File: src/rtl/countdown_ctrl_if.sv
// Keypad/setpoint inputs and display/alarm outputs of the countdown sequencer.
// master = keypad/setpoint side driving keys, slave = countdown_ctrl.
interface countdown_ctrl_if;
    logic       key_start;
    logic       key_stop;
    logic       key_add_in;
    logic       key_sub_in;
    logic [7:0] set_t;
    logic       key_add_out;
    logic       key_sub_out;
    logic [7:0] remain_t;
    logic [1:0] state;
    logic       alarm;

    modport master (
        output key_start, key_stop, key_add_in, key_sub_in, set_t,
        input  key_add_out, key_sub_out, remain_t, state, alarm
    );

    modport slave (
        input  key_start, key_stop, key_add_in, key_sub_in, set_t,
        output key_add_out, key_sub_out, remain_t, state, alarm
    );
endinterface

File: src/rtl/countdown_ctrl.sv
// BCD countdown sequencer: load setpoint, decrement per prescaled tick, timed alarm.
// Outputs registered one edge after the sampled key/tick; key gating is combinational; no backpressure.
module countdown_ctrl #(
    parameter int TICK_DIV    = 100_000_000,
    parameter int ALARM_TICKS = 5
) (
    input  logic             clk,
    input  logic             rst_n,
    countdown_ctrl_if.slave  ifc
);
    localparam int PW = (TICK_DIV > 1) ? $clog2(TICK_DIV) : 1;
    localparam int AW = (ALARM_TICKS > 0) ? $clog2(ALARM_TICKS + 1) : 1;
    localparam logic [PW-1:0] PRESC_MAX = PW'(TICK_DIV - 1);
    localparam logic [AW-1:0] ACNT_LAST = AW'(ALARM_TICKS - 1);

    typedef enum logic [1:0] {
        IDLE  = 2'b00,
        RUN   = 2'b01,
        PAUSE = 2'b10,
        DONE  = 2'b11
    } state_t;

    state_t        state_q, state_d;
    logic [7:0]    remain_q, remain_d;
    logic [PW-1:0] presc_q, presc_d;
    logic [AW-1:0] acnt_q, acnt_d;
    logic          alarm_q, alarm_d;

    logic set_valid;
    logic tick;

    assign set_valid = (ifc.set_t[7:4] <= 4'd9) && (ifc.set_t[3:0] <= 4'd9) &&
                       (ifc.set_t != 8'h00) && (ifc.set_t <= 8'h60);
    assign tick      = (presc_q == PRESC_MAX);

    always_comb begin
        state_d  = state_q;
        remain_d = remain_q;
        presc_d  = presc_q;
        acnt_d   = acnt_q;
        alarm_d  = alarm_q;
        unique case (state_q)
            IDLE: begin
                remain_d = ifc.set_t;
                if (!ifc.key_stop && ifc.key_start && set_valid) begin
                    presc_d = '0;
                    state_d = RUN;
                end
            end
            RUN: begin
                // Stop freezes the prescaler, so a coincident tick is replayed on resume.
                if (ifc.key_stop) begin
                    state_d = PAUSE;
                end else if (tick) begin
                    presc_d = '0;
                    if (remain_q == 8'h01) begin
                        remain_d = 8'h00;
                        alarm_d  = 1'b1;
                        acnt_d   = '0;
                        state_d  = DONE;
                    end else if (remain_q[3:0] == 4'd0) begin
                        remain_d = {remain_q[7:4] - 4'd1, 4'd9};
                    end else begin
                        remain_d = {remain_q[7:4], remain_q[3:0] - 4'd1};
                    end
                end else begin
                    presc_d = presc_q + 1'b1;
                end
            end
            PAUSE: begin
                if (ifc.key_stop) begin
                    state_d = IDLE;
                end else if (ifc.key_start) begin
                    state_d = RUN;
                end
            end
            DONE: begin
                if (ifc.key_stop || ifc.key_start) begin
                    alarm_d = 1'b0;
                    state_d = IDLE;
                end else if (tick) begin
                    presc_d = '0;
                    if (acnt_q == ACNT_LAST) begin
                        alarm_d = 1'b0;
                        state_d = IDLE;
                    end else begin
                        acnt_d = acnt_q + 1'b1;
                    end
                end else begin
                    presc_d = presc_q + 1'b1;
                end
            end
            default: state_d = IDLE;
        endcase
    end

    always_ff @(posedge clk or negedge rst_n) begin
        if (!rst_n) begin
            state_q  <= IDLE;
            remain_q <= 8'h00;
            presc_q  <= '0;
            acnt_q   <= '0;
            alarm_q  <= 1'b0;
        end else begin
            state_q  <= state_d;
            remain_q <= remain_d;
            presc_q  <= presc_d;
            acnt_q   <= acnt_d;
            alarm_q  <= alarm_d;
        end
    end

    assign ifc.key_add_out = ifc.key_add_in & (state_q == IDLE);
    assign ifc.key_sub_out = ifc.key_sub_in & (state_q == IDLE);
    assign ifc.remain_t    = remain_q;
    assign ifc.state       = state_q;
    assign ifc.alarm       = alarm_q;
endmodule

File: src/flat_wrapper.sv
// flat-port wrapper written by rule: the top's interface ports become plain ports
module countdown_ctrl_flat 
#(
    parameter int TICK_DIV    = 100_000_000,
    parameter int ALARM_TICKS = 5
)
  (clk, rst_n, ifc_key_start, ifc_key_stop, ifc_key_add_in, ifc_key_sub_in, ifc_set_t, ifc_key_add_out, ifc_key_sub_out, ifc_remain_t, ifc_state, ifc_alarm);
  countdown_ctrl_if ifc_i ();
  input  logic clk;
  input  logic rst_n;
  input wire logic [$bits(ifc_i.key_start)-1:0] ifc_key_start;
  input wire logic [$bits(ifc_i.key_stop)-1:0] ifc_key_stop;
  input wire logic [$bits(ifc_i.key_add_in)-1:0] ifc_key_add_in;
  input wire logic [$bits(ifc_i.key_sub_in)-1:0] ifc_key_sub_in;
  input wire logic [$bits(ifc_i.set_t)-1:0] ifc_set_t;
  output wire logic [$bits(ifc_i.key_add_out)-1:0] ifc_key_add_out;
  output wire logic [$bits(ifc_i.key_sub_out)-1:0] ifc_key_sub_out;
  output wire logic [$bits(ifc_i.remain_t)-1:0] ifc_remain_t;
  output wire logic [$bits(ifc_i.state)-1:0] ifc_state;
  output wire logic [$bits(ifc_i.alarm)-1:0] ifc_alarm;
  assign ifc_i.key_start = ifc_key_start;
  assign ifc_i.key_stop = ifc_key_stop;
  assign ifc_i.key_add_in = ifc_key_add_in;
  assign ifc_i.key_sub_in = ifc_key_sub_in;
  assign ifc_i.set_t = ifc_set_t;
  assign ifc_key_add_out = ifc_i.key_add_out;
  assign ifc_key_sub_out = ifc_i.key_sub_out;
  assign ifc_remain_t = ifc_i.remain_t;
  assign ifc_state = ifc_i.state;
  assign ifc_alarm = ifc_i.alarm;
  countdown_ctrl #(.TICK_DIV(TICK_DIV), .ALARM_TICKS(ALARM_TICKS)) u_core (.clk(clk), .rst_n(rst_n), .ifc(ifc_i));
endmodule
File: config.mk
export PLATFORM = sky130hd
export DESIGN_NAME = countdown_ctrl_flat
export DESIGN_NICKNAME = d
export VERILOG_FILES = /design/src/rtl/countdown_ctrl_if.sv /design/src/rtl/countdown_ctrl.sv /design/src/flat_wrapper.sv
export SDC_FILE = /design/constraint.sdc
export NUM_CORES = 1
export LEC_CHECK = 0
export ABC_CLOCK_PERIOD_IN_PS = 3120
export CORE_ASPECT_RATIO = 1.1
export CORE_UTILIZATION = 52
export CTS_CLUSTER_DIAMETER = 80
export DETAILED_ROUTE_END_ITERATION = 7
export GPL_ROUTABILITY_DRIVEN = 0
export PLACE_DENSITY = 0.74
export SLEW_MARGIN = 30
export SYNTH_ARGS = -nofsm -noshare
export SYNTH_HDL_FRONTEND = slang
export SYNTH_SLANG_ARGS = --single-unit
File: constraint.sdc
create_clock -name clk -period 3.12 [get_ports clk]
set_clock_uncertainty 0.15 [all_clocks]
set_input_delay 0.936 -clock clk [delete_from_list [all_inputs] [get_ports clk]]
set_output_delay 0.936 -clock clk [all_outputs]
set_load 0.02 [all_outputs]
---- Word-level counts from Yosys, hierarchy flattened ----
Cells that the tools add are included.
Widths: inputs -> output; s select.
word-level totals
  flip-flop bits (word level) ............. 41
  logic and storage cells ................. 87
cells by class
  add/sub/neg operators ................... 4
  $lt $le $gt $ge ......................... 3
  equality and inequality tests ........... 19
  multiplexer cells ....................... 34
  bitwise gates (word level) .............. 2
  reduce and logical (&&, ||, !) cells .... 19
operator list
  operator               count
  $mux 27                4
  $pmux 27 s3            1
  $mux 8                 4
  $add 27x1->27 const B  1
  $eq 27x27->1 const B   1
  $mux 2                 9
  $mux 3                 6
  $pmux 8 s2             1
  $reduce_and 6->1       2
  $ne 3x1->1 const B     3
  $eq 8x1->1 const B     1
  $le 4x4->1 const B     2
  $le 8x7->1 const B     1
  $ne 2x1->1 const B     4
  $pmux 2 s4             1
  $reduce_and 4->1       2
  $reduce_bool 8->1      1
  $sub 4x1->4 const B    2
  $reduce_and 7->1       1
  $mux 1                 6
  $ne 2x2->1 const B     3
  $ne 3x2->1 const B     2
  $pmux 3 s2             1
  $logic_and 1x1->1      5
  14 further kinds       17

---- Depth between registers and ports, before layout ----
Gate-level depths: netlist of run 1.
  word-level depth ........................ 7
  gate-level depth with buffers ........... 9
  gate-level depth less buffers ........... 7

---- Worst setup path before layout of run 1 ----
Ideal clock, no wire load.
  path type ............................... input to register
  from .................................... input ifc_key_stop
  to ...................................... register u_core.presc_q[20]
  library setup time ...................... 0.077 ns
  data arrival time ....................... 2.428 ns
  data required time ...................... 2.893 ns
  path slack .............................. 0.465 ns
  stages on the path ...................... 7
  cells stage by stage .................... buf_2 -> nand2b_1 -> a21o_1 -> o21a_1 -> buf_2 -> or4_1 -> a21oi_1
between the ends
  longest elaborated chain between the ends .. 5
  elaborated cells on any way between the ends .. 8
ends and longest elaborated chain
  element                              RTL line               RTL
  start, declared                      flat_wrapper.sv:12     input wire logic [$bits(ifc_i.key_stop)-1:0] ifc_key_stop;
  $logic_not 1->1                      countdown_ctrl.sv:45   if (!ifc.key_stop && ifc.key_start && set_valid) begin
  $logic_and 1x1->1 (2 in series)      countdown_ctrl.sv:45
  $ne 2x1->1 (no source line)          -
  $reduce_and 4->1 (no source line) *  -
  end signal, assigned                 countdown_ctrl.sv:107  presc_q <= presc_d;
  end, declared                        countdown_ctrl.sv:25   logic [PW-1:0] presc_q, presc_d;
Mark *: on every way between the ends. The rest lies on a longest branch, timed or not.
A chain may end at the register's enable or synchronous reset.

---- Worst setup path in the final report of run 1 ----
  from .................................... input ifc_key_add_in
  to ...................................... output ifc_key_add_out
between the ends
  longest elaborated chain between the ends .. 1
ends and longest elaborated chain
  element          RTL line               RTL
  start, declared  flat_wrapper.sv:13     input wire logic [$bits(ifc_i.key_add_in)-1:0] ifc_key_add_in;
  $and 1x1->1      countdown_ctrl.sv:113  assign ifc.key_add_out = ifc.key_add_in & (state_q == IDLE);
  end, declared    flat_wrapper.sv:16     output wire logic [$bits(ifc_i.key_add_out)-1:0] ifc_key_add_out;
No other way between the ends.

==> results by group, run 1 <==
Place
  – Buffers added on ports: 26
  – Detail Placement HPWL: just under 5000 um
  – Dpl cells: about 390

Clocking
  – CTS Buf Count: 5
  – CTS tree: yes
  – CTS H-tree depth: 2
  – Bufs on Longest Clock Path: 2
  – Post-CTS Hold Buffers: 0
  – # Post-CTS Setup Buffers: 0
  – Worst skew pair latency: around 0.3 ns
  – Clock Root Buffer: clkbuf_8
  – Clock Sinks: 41
  – Clock-pin slew on the worst setup and hold paths: roughly 0.080 ns

GRT
  – First-pass GRT wire length: 11800 um
  – Met2 Resource Use GR: between 40% and 50%
  – Largest net degree at the start of global routing: 27
  – GR Util met1: 34.9%
  – GR met3 Demand/Resource: about 2.9%
  – Total overflow reported by the global router: 0
  – Vias in the first global route: 2452
  – Total track usage: 26.4%
  – Antenna violations before repair: 0
  – Global route hottest layer: met2

Timing
  – Setup TNS: 0 ns
  – Measured slew at the worst slew-check pin: 0.593 ns
  – Fin. max-slew vios: 0
  – Unrepaired setup endpoints after global routing: false
  – Count of final setup violators: 0
  – Slew Limit Headroom: between 60% and 70%
  – Max Fclk: 0.343 GHz
  – Crit path time final: just under 3 ns
  – Tcrit/Tclk final: a little over 90%
  – Hold Violations, Final: 0
  – WHS: 0.376 ns

Finish
  – Fin nets: ~360
  – Commonest non-fill, non-tap cell in the layout: dfrtp_1
  – Post-layout util: 64.2%
  – Filler Cell Count: 441
  – Antenna cell count: 0
  – Layout area overhead: 18.3%
  – Share of layout cells above drive strength 1: 12.3%
  – Finished Layout Cells: roughly 400
  – Commonest non-fill, non-tap cells in the layout: dfrtp_1, a21oi_1, clkdlybuf4s50_1, buf_4, nand2_1

Route
  – Vias: between 2000 and 3000
  – DRT antenna net count: 0
  – First-pass DRT Iterations: 4
  – DRC: 0
  – DR WL/cell: approximately 17 um
  – DRT iter0 DRCs: roughly 190
  – Drt via density: around 6.5
  – Total Wirelength: slightly below 7000 um

Floorplanning
  – Die H: roughly 80 um
  – Die Wd: just over 70 um
  – Row cnt: 27
  – I/O pins: 27
  – CORE AREA: ~5000 um^2
  – Initial Utilization: 54.3%
  – Die footprint: 5510 um^2

Worst setup path
  – Crit Path Max Fanout: 1
  – CP max stage cell: clkdlybuf4s50_1
  – Delay-heaviest family, CP: buffers and inverters
  – R2R depth: 6
  – Worst R2R Setup Slack: ~0.61 ns
  – Critical Path AT: approximately 1.8 ns
  – CP startpoint kind: input port
  – Critical path cell sequence: clkdlybuf4s50_1 > and2_1 > dlygate4sd2_1
  – CP Buf/Inv Count: 2
  – WP data required: 2.03 ns
  – Highest cell delay on the worst timing path: roughly 0.45 ns
  – Worst path depth: 3
  – Critical Path Sink Type: primary output
  – Worst setup path class: in -> out

Power
  – VDD IR max: between 0.2 and 0.25 mV
  – Power density over the cells: approximately 390 nW/um^2
  – Leakage power: between 1 and 1.5 nW

Yosys
  – Post-Syn Area: 2710 um^2
  – Post-synthesis async set-or-reset flop share: 100%
  – Syn Inst Count: between 300 and 400
  – Mapped Nets: roughly 320
  – Top_reg_cell synth: dfrtp_1
  – EDFF count, synth: 0
  – Synth Warn #: 0
  – Syn Area/Cell: around 9.0 um^2
  – Sequential share of the synthesized area: a little under two fifths
  – FF+latch count, synth: between 40 and 50
  – Cell variety after synth: 55

Worst hold path
  – Hold path depth: 2
  – Hold crit path type: reg -> reg

Run status
  – Status: finished, final reports clean

Flow run
  – Max-cap violations: 0
## sequential cells by signal, indices dropped and copies added, names as in the netlist
name	flops
u_core.acnt_q	3
u_core.presc_q	27
u_core.ifc.alarm	1
u_core.ifc.remain_t	8
u_core.ifc.state	2
## cells by family (layout without fill, tap and decap cells)
group           Yosys count  in the layout  synth area share [%]
compound gates          105            105                  26.6
fa+ha+maj                 8              8                  3.69
buf+inv                  32             72                  5.76
flops                    41             41                  37.8
mux                       1              1                 0.415
simple gates            114            114                  25.7
## metal layers
metal / routed length [um] / part of all wire, %
met1: 3070 / 45
met2: 3350 / 49
met3: 281 / 4.1
met4: 93 / 1.4
met5: 0 / 0
## worst min-delay path: cells and delay by family (launching register included)
kind,cells,cell delay (ns)
flip-flops,1,0.38
AO/OA/AOI/OAI,1,0.06
AND/OR/NAND/NOR,1,0.05
## synthesized netlist by cell type, drive strengths merged, types with 7 or more instances
cell	n	area, um^2
dfrtp	41	1030
a21oi	26	138
nand2	21	78.8
a31oi	16	100
o21ai	16	80.1
nor2	15	56.3
inv	14	52.6
buf	12	81.3
or3	12	75.1
or4	11	82.6
o31ai	10	88.8
and2	8	50.1
and4	8	70.1
ha	8	100
nand3	7	35.0
## path summary, 6_finish.rpt
check,from,to
worst max-delay path,ifc_key_add_in,ifc_key_add_out
worst min-delay path,u_core.acnt_q[1],u_core.acnt_q[1]
worst max register to register,u_core.presc_q[8],u_core.acnt_q[2]
worst min register to register,u_core.acnt_q[1],u_core.acnt_q[1]
max in group asynchronous,rst_n,u_core.presc_q[26]
min in group asynchronous,rst_n,u_core.presc_q[16]
## report_power, final
| part | switching (mW) | total (mW) | internal [mW] | leakage, nW |
|---|---|---|---|---|
| clock network | 0.194 | 0.350 | 0.156 | 0.0450 |
| registers | 0.0497 | 0.619 | 0.570 | 0.552 |
| logic | 0.157 | 0.295 | 0.138 | 0.737 |
## layout make-up
| type | instances | area [um^2] | area share [%] |
|---|---|---|---|
| Clock inverter | 2 | 10.0 | 0.312 |
| Timing Repair Buffer | 50 | 445 | 13.9 |
| Clock buffer | 6 | 72.6 | 2.26 |
| Sequential cell | 41 | 1030 | 32.0 |
| Multi-Input combinational cell | 228 | 1530 | 47.7 |
| Inverter | 14 | 52.6 | 1.64 |
| Tap cell | 58 | 72.6 | 2.26 |
## timing repair
action                                  CTS  global route
endpoints found under the setup margin    2             0
endpoints found under the hold margin     0             0
gates resized for setup                   2             0
## through the flow
| stage | setup slack [ns] | cell area [um^2] | total power [mW] |
|---|---|---|---|
| 2_1_floorplan | 0.465 | 2710 | 0.788 |
| 3_3_place_gp | -0.0520 | 3130 | 0.916 |
| 3_5_place_dp | -0.0800 | 3130 | 0.924 |
| 4_1_cts | 0.187 | 3210 | 1.27 |
| 5_1_grt | 0.133 | 3210 | 1.33 |
| 6_report | 0.202 | 3210 | 1.26 |
Power figures use the tool's default switching activity.
==> inputs of run 2 (changes only) <==
- ABC_CLOCK_PERIOD_IN_PS: 3120 -> 3010
- clock period: 3.12 -> 3.01 ns (I/O delays scaled with it)
==> run 2 against run 1 <==
  * First-iteration DRC count is 1.1% higher
  * Global-route usage is 0.82 points lower
  * Utilization is 0.60 points higher
  * Final cell count up 1.0%
  * Combinational power up 5%
  * Critical path depth stayed put
  * Sequential cell count stayed put
  * Clock-buffer cell count unchanged
  * Clock power is 3% higher
  * Critical endpoint is now ifc_key_sub_out
==> results by group, run 2 (same netlist as run 1, synthesis figures left out) <==
Worst hold path
  – Hold path depth: 2 (unchanged)
  – Hold crit path type: reg -> reg (unchanged)

Floorplanning
  – Die footprint: 5510 um^2 (unchanged)
  – Row cnt: 27 (unchanged)
  – I/O pins: 27 (unchanged)
  – Die H: 77.8 um (unchanged)
  – Initial Utilization: 54.3% (unchanged)
  – Die Wd: 70.9 um (unchanged)
  – CORE AREA: 5000 um^2 (unchanged)

Timing
  – Crit path time final: roughly 2.9 ns
  – Max Fclk: 0.351 GHz
  – Unrepaired setup endpoints after global routing: false (unchanged)
  – Slew Limit Headroom: 57.4% (was 60.3%)
  – Hold Violations, Final: 0 (unchanged)
  – WHS: 0.376 ns (about the same)
  – Setup TNS: 0 ns (unchanged)
  – Tcrit/Tclk final: between 90% and 100%
  – Count of final setup violators: 0 (unchanged)
  – Fin. max-slew vios: 0 (unchanged)
  – Measured slew at the worst slew-check pin: 0.633 ns (was 0.593 ns)

Finish
  – Biggest register: u_core.presc_q (unchanged)
  – Filler Cell Count: 427 (was 441)
  – Final Cell Area: 3240 um^2 (was 3210 um^2)
  – Share of layout cells above drive strength 1: 13.3% (was 12.3%)
  – Commonest non-fill, non-tap cell in the layout: dfrtp_1 (unchanged)
  – Layout area overhead: 19.4% (was 18.3%)
  – Commonest non-fill, non-tap cells in the layout: dfrtp_1, buf_4, a21oi_1, clkdlybuf4s50_1, nand2_1 (was dfrtp_1, a21oi_1, clkdlybuf4s50_1, buf_4, nand2_1)
  – Antenna cell count: 0 (unchanged)
  – Fin nets: 366 (was 362)
  – Finished Layout Cells: 403 (was 399)
  – Max reg flops: 27 (unchanged)

Clocking
  – Worst skew pair latency: 0.30 ns (about the same)
  – Clock-pin slew on the worst setup and hold paths: 0.09 ns (was 0.08 ns)
  – CTS H-tree depth: 2 (unchanged)
  – CTS Buf Count: 5 (unchanged)
  – Post-CTS Hold Buffers: 0 (unchanged)
  – Clock Root Buffer: clkbuf_8 (unchanged)
  – Clock Sinks: 41 (unchanged)
  – Bufs on Longest Clock Path: 2 (unchanged)
  – CTS tree: yes (unchanged)

Worst setup path
  – Critical Path Sink Type: primary output (unchanged)
  – Crit Path Max Fanout: 1 (unchanged)
  – CP startpoint kind: input port (unchanged)
  – Highest cell delay on the worst timing path: 0.45 ns (about the same)
  – CP max stage cell: clkdlybuf4s50_1 (unchanged)
  – R2R depth: 7 (was 6)
  – WP data required: 1.96 ns (was 2.03 ns)
  – Critical path cell sequence: clkdlybuf4s50_1 > and2_1 > dlygate4sd2_1 (unchanged)
  – Critical Path AT: 1.80 ns (was 1.83 ns)
  – Worst setup path class: in -> out (unchanged)

Place
  – Buffers added on ports: 26 (unchanged)
  – Post-placement cell area: 3160 um^2 (was 3130 um^2)
  – Detail Placement HPWL: 4820 um (was 4830 um)
  – Dpl cells: 395 (was 391)

Route
  – First-pass DRT Iterations: 4 (unchanged)
  – Total Wirelength: 6620 um (was 6800 um)
  – DRC: 0 (unchanged)
  – Vias: 2590 (was 2599)
  – DR WL/cell: 16.4 um (was 17.0 um)
  – Drt via density: 6.43 (was 6.51)
  – DRT antenna net count: 0 (unchanged)
  – DRT iter0 DRCs: 187 (was 185)

Power
  – Power share of the combinational group: 23.7% (was 23.4%)
  – Power density over the cells: 405 nW/um^2 (was 394 nW/um^2)
  – Clock power share: 27.4% (was 27.7%)
  – VDD IR max: 0.259 mV (was 0.222 mV)
  – Sequential Power Share: 48.9% (was 49.0%)
  – Leakage power: 1.35 nW (was 1.33 nW)
  – Psw: 0.413 mW (was 0.401 mW)
  – Sw frac: 31.5% (was 31.7%)
  – P_int: 0.899 mW (was 0.863 mW)

Flow run
  – Max-cap violations: 0 (unchanged)

GRT
  – Vias in the first global route: 2411 (was 2452)
  – Total overflow reported by the global router: 0 (unchanged)
  – Antenna violations before repair: 0 (unchanged)
  – Total track usage: 25.5% (was 26.4%)
  – Largest net degree at the start of global routing: 21 (was 27)
  – First-pass GRT wire length: 11200 um (was 11800 um)

Run status
  – Status: finished, final reports clean (unchanged)
-- run 2: cell types whose count changed in the layout (fill, tap and decap cells not counted) --
cell | before | now
buf_4 | 23 | 27
-- run 2: final cells by class --
class	count	area [um^2]	area share, %
clock buffer	6	72.6	2.24
sequential	41	1030	31.7
tap	58	72.6	2.24
clock inverter	2	10.0	0.309
multi-input combinational	228	1530	47.3
inverter	14	52.6	1.62
timing repair buffer	54	475	14.7
-- run 2: repair_timing --
item | 4_1_cts | 5_1_grt
setup buffers | 0 | 0
endpoints found under the setup margin | 2 | 0
resized for setup | 2 | 0
-- run 2: critical path: cells and delay by family --
kind / cells / cell delay (ns)
and+or+nand+nor: 1 / 0.12
buffers and inverters: 2 / 0.78
-- run 2: per-stage QoR --
stage | power [mW] | util (%) | setup WS, ns
finish | 1.31 | 64.8 | 0.157
global route | 1.38 | 64.8 | 0.101
CTS | 1.32 | 64.8 | 0.148
detailed placement | 0.961 | 63.2 | -0.123
global placement | 0.954 | 63.2 | -0.0988
floorplan | 0.817 | - | 0.388
-- run 2: worst paths after layout --
kind,startpoint,end,slack [ns]
max,ifc_key_sub_in,ifc_key_sub_out,0.16
min,u_core.acnt_q[1],u_core.acnt_q[1],0.38
max reg2reg,u_core.presc_q[0],u_core.presc_q[26],0.60
min reg2reg,u_core.acnt_q[1],u_core.acnt_q[1],0.38
max in group asynchronous,rst_n,u_core.presc_q[18],1.75
min in group asynchronous,rst_n,u_core.presc_q[3],0.40
-- run 2: power by group through the flow --
stage          clock (mW)  sequential [mW]  combinational, mW
2_1_floorplan           0            0.663              0.154
3_3_place_gp            0            0.649              0.305
3_5_place_dp            0            0.650              0.312
4_1_cts             0.367            0.639              0.312
5_1_grt             0.390            0.647              0.341
6_report            0.360            0.641              0.311
-- run 2: per-layer routing --
metal / share of wire, % / global-route usage, %
met5: 0 / 0
met4: 1.2 / 7.40
met3: 3.2 / 3.25
met2: 49 / 44.0
met1: 47 / 33.5
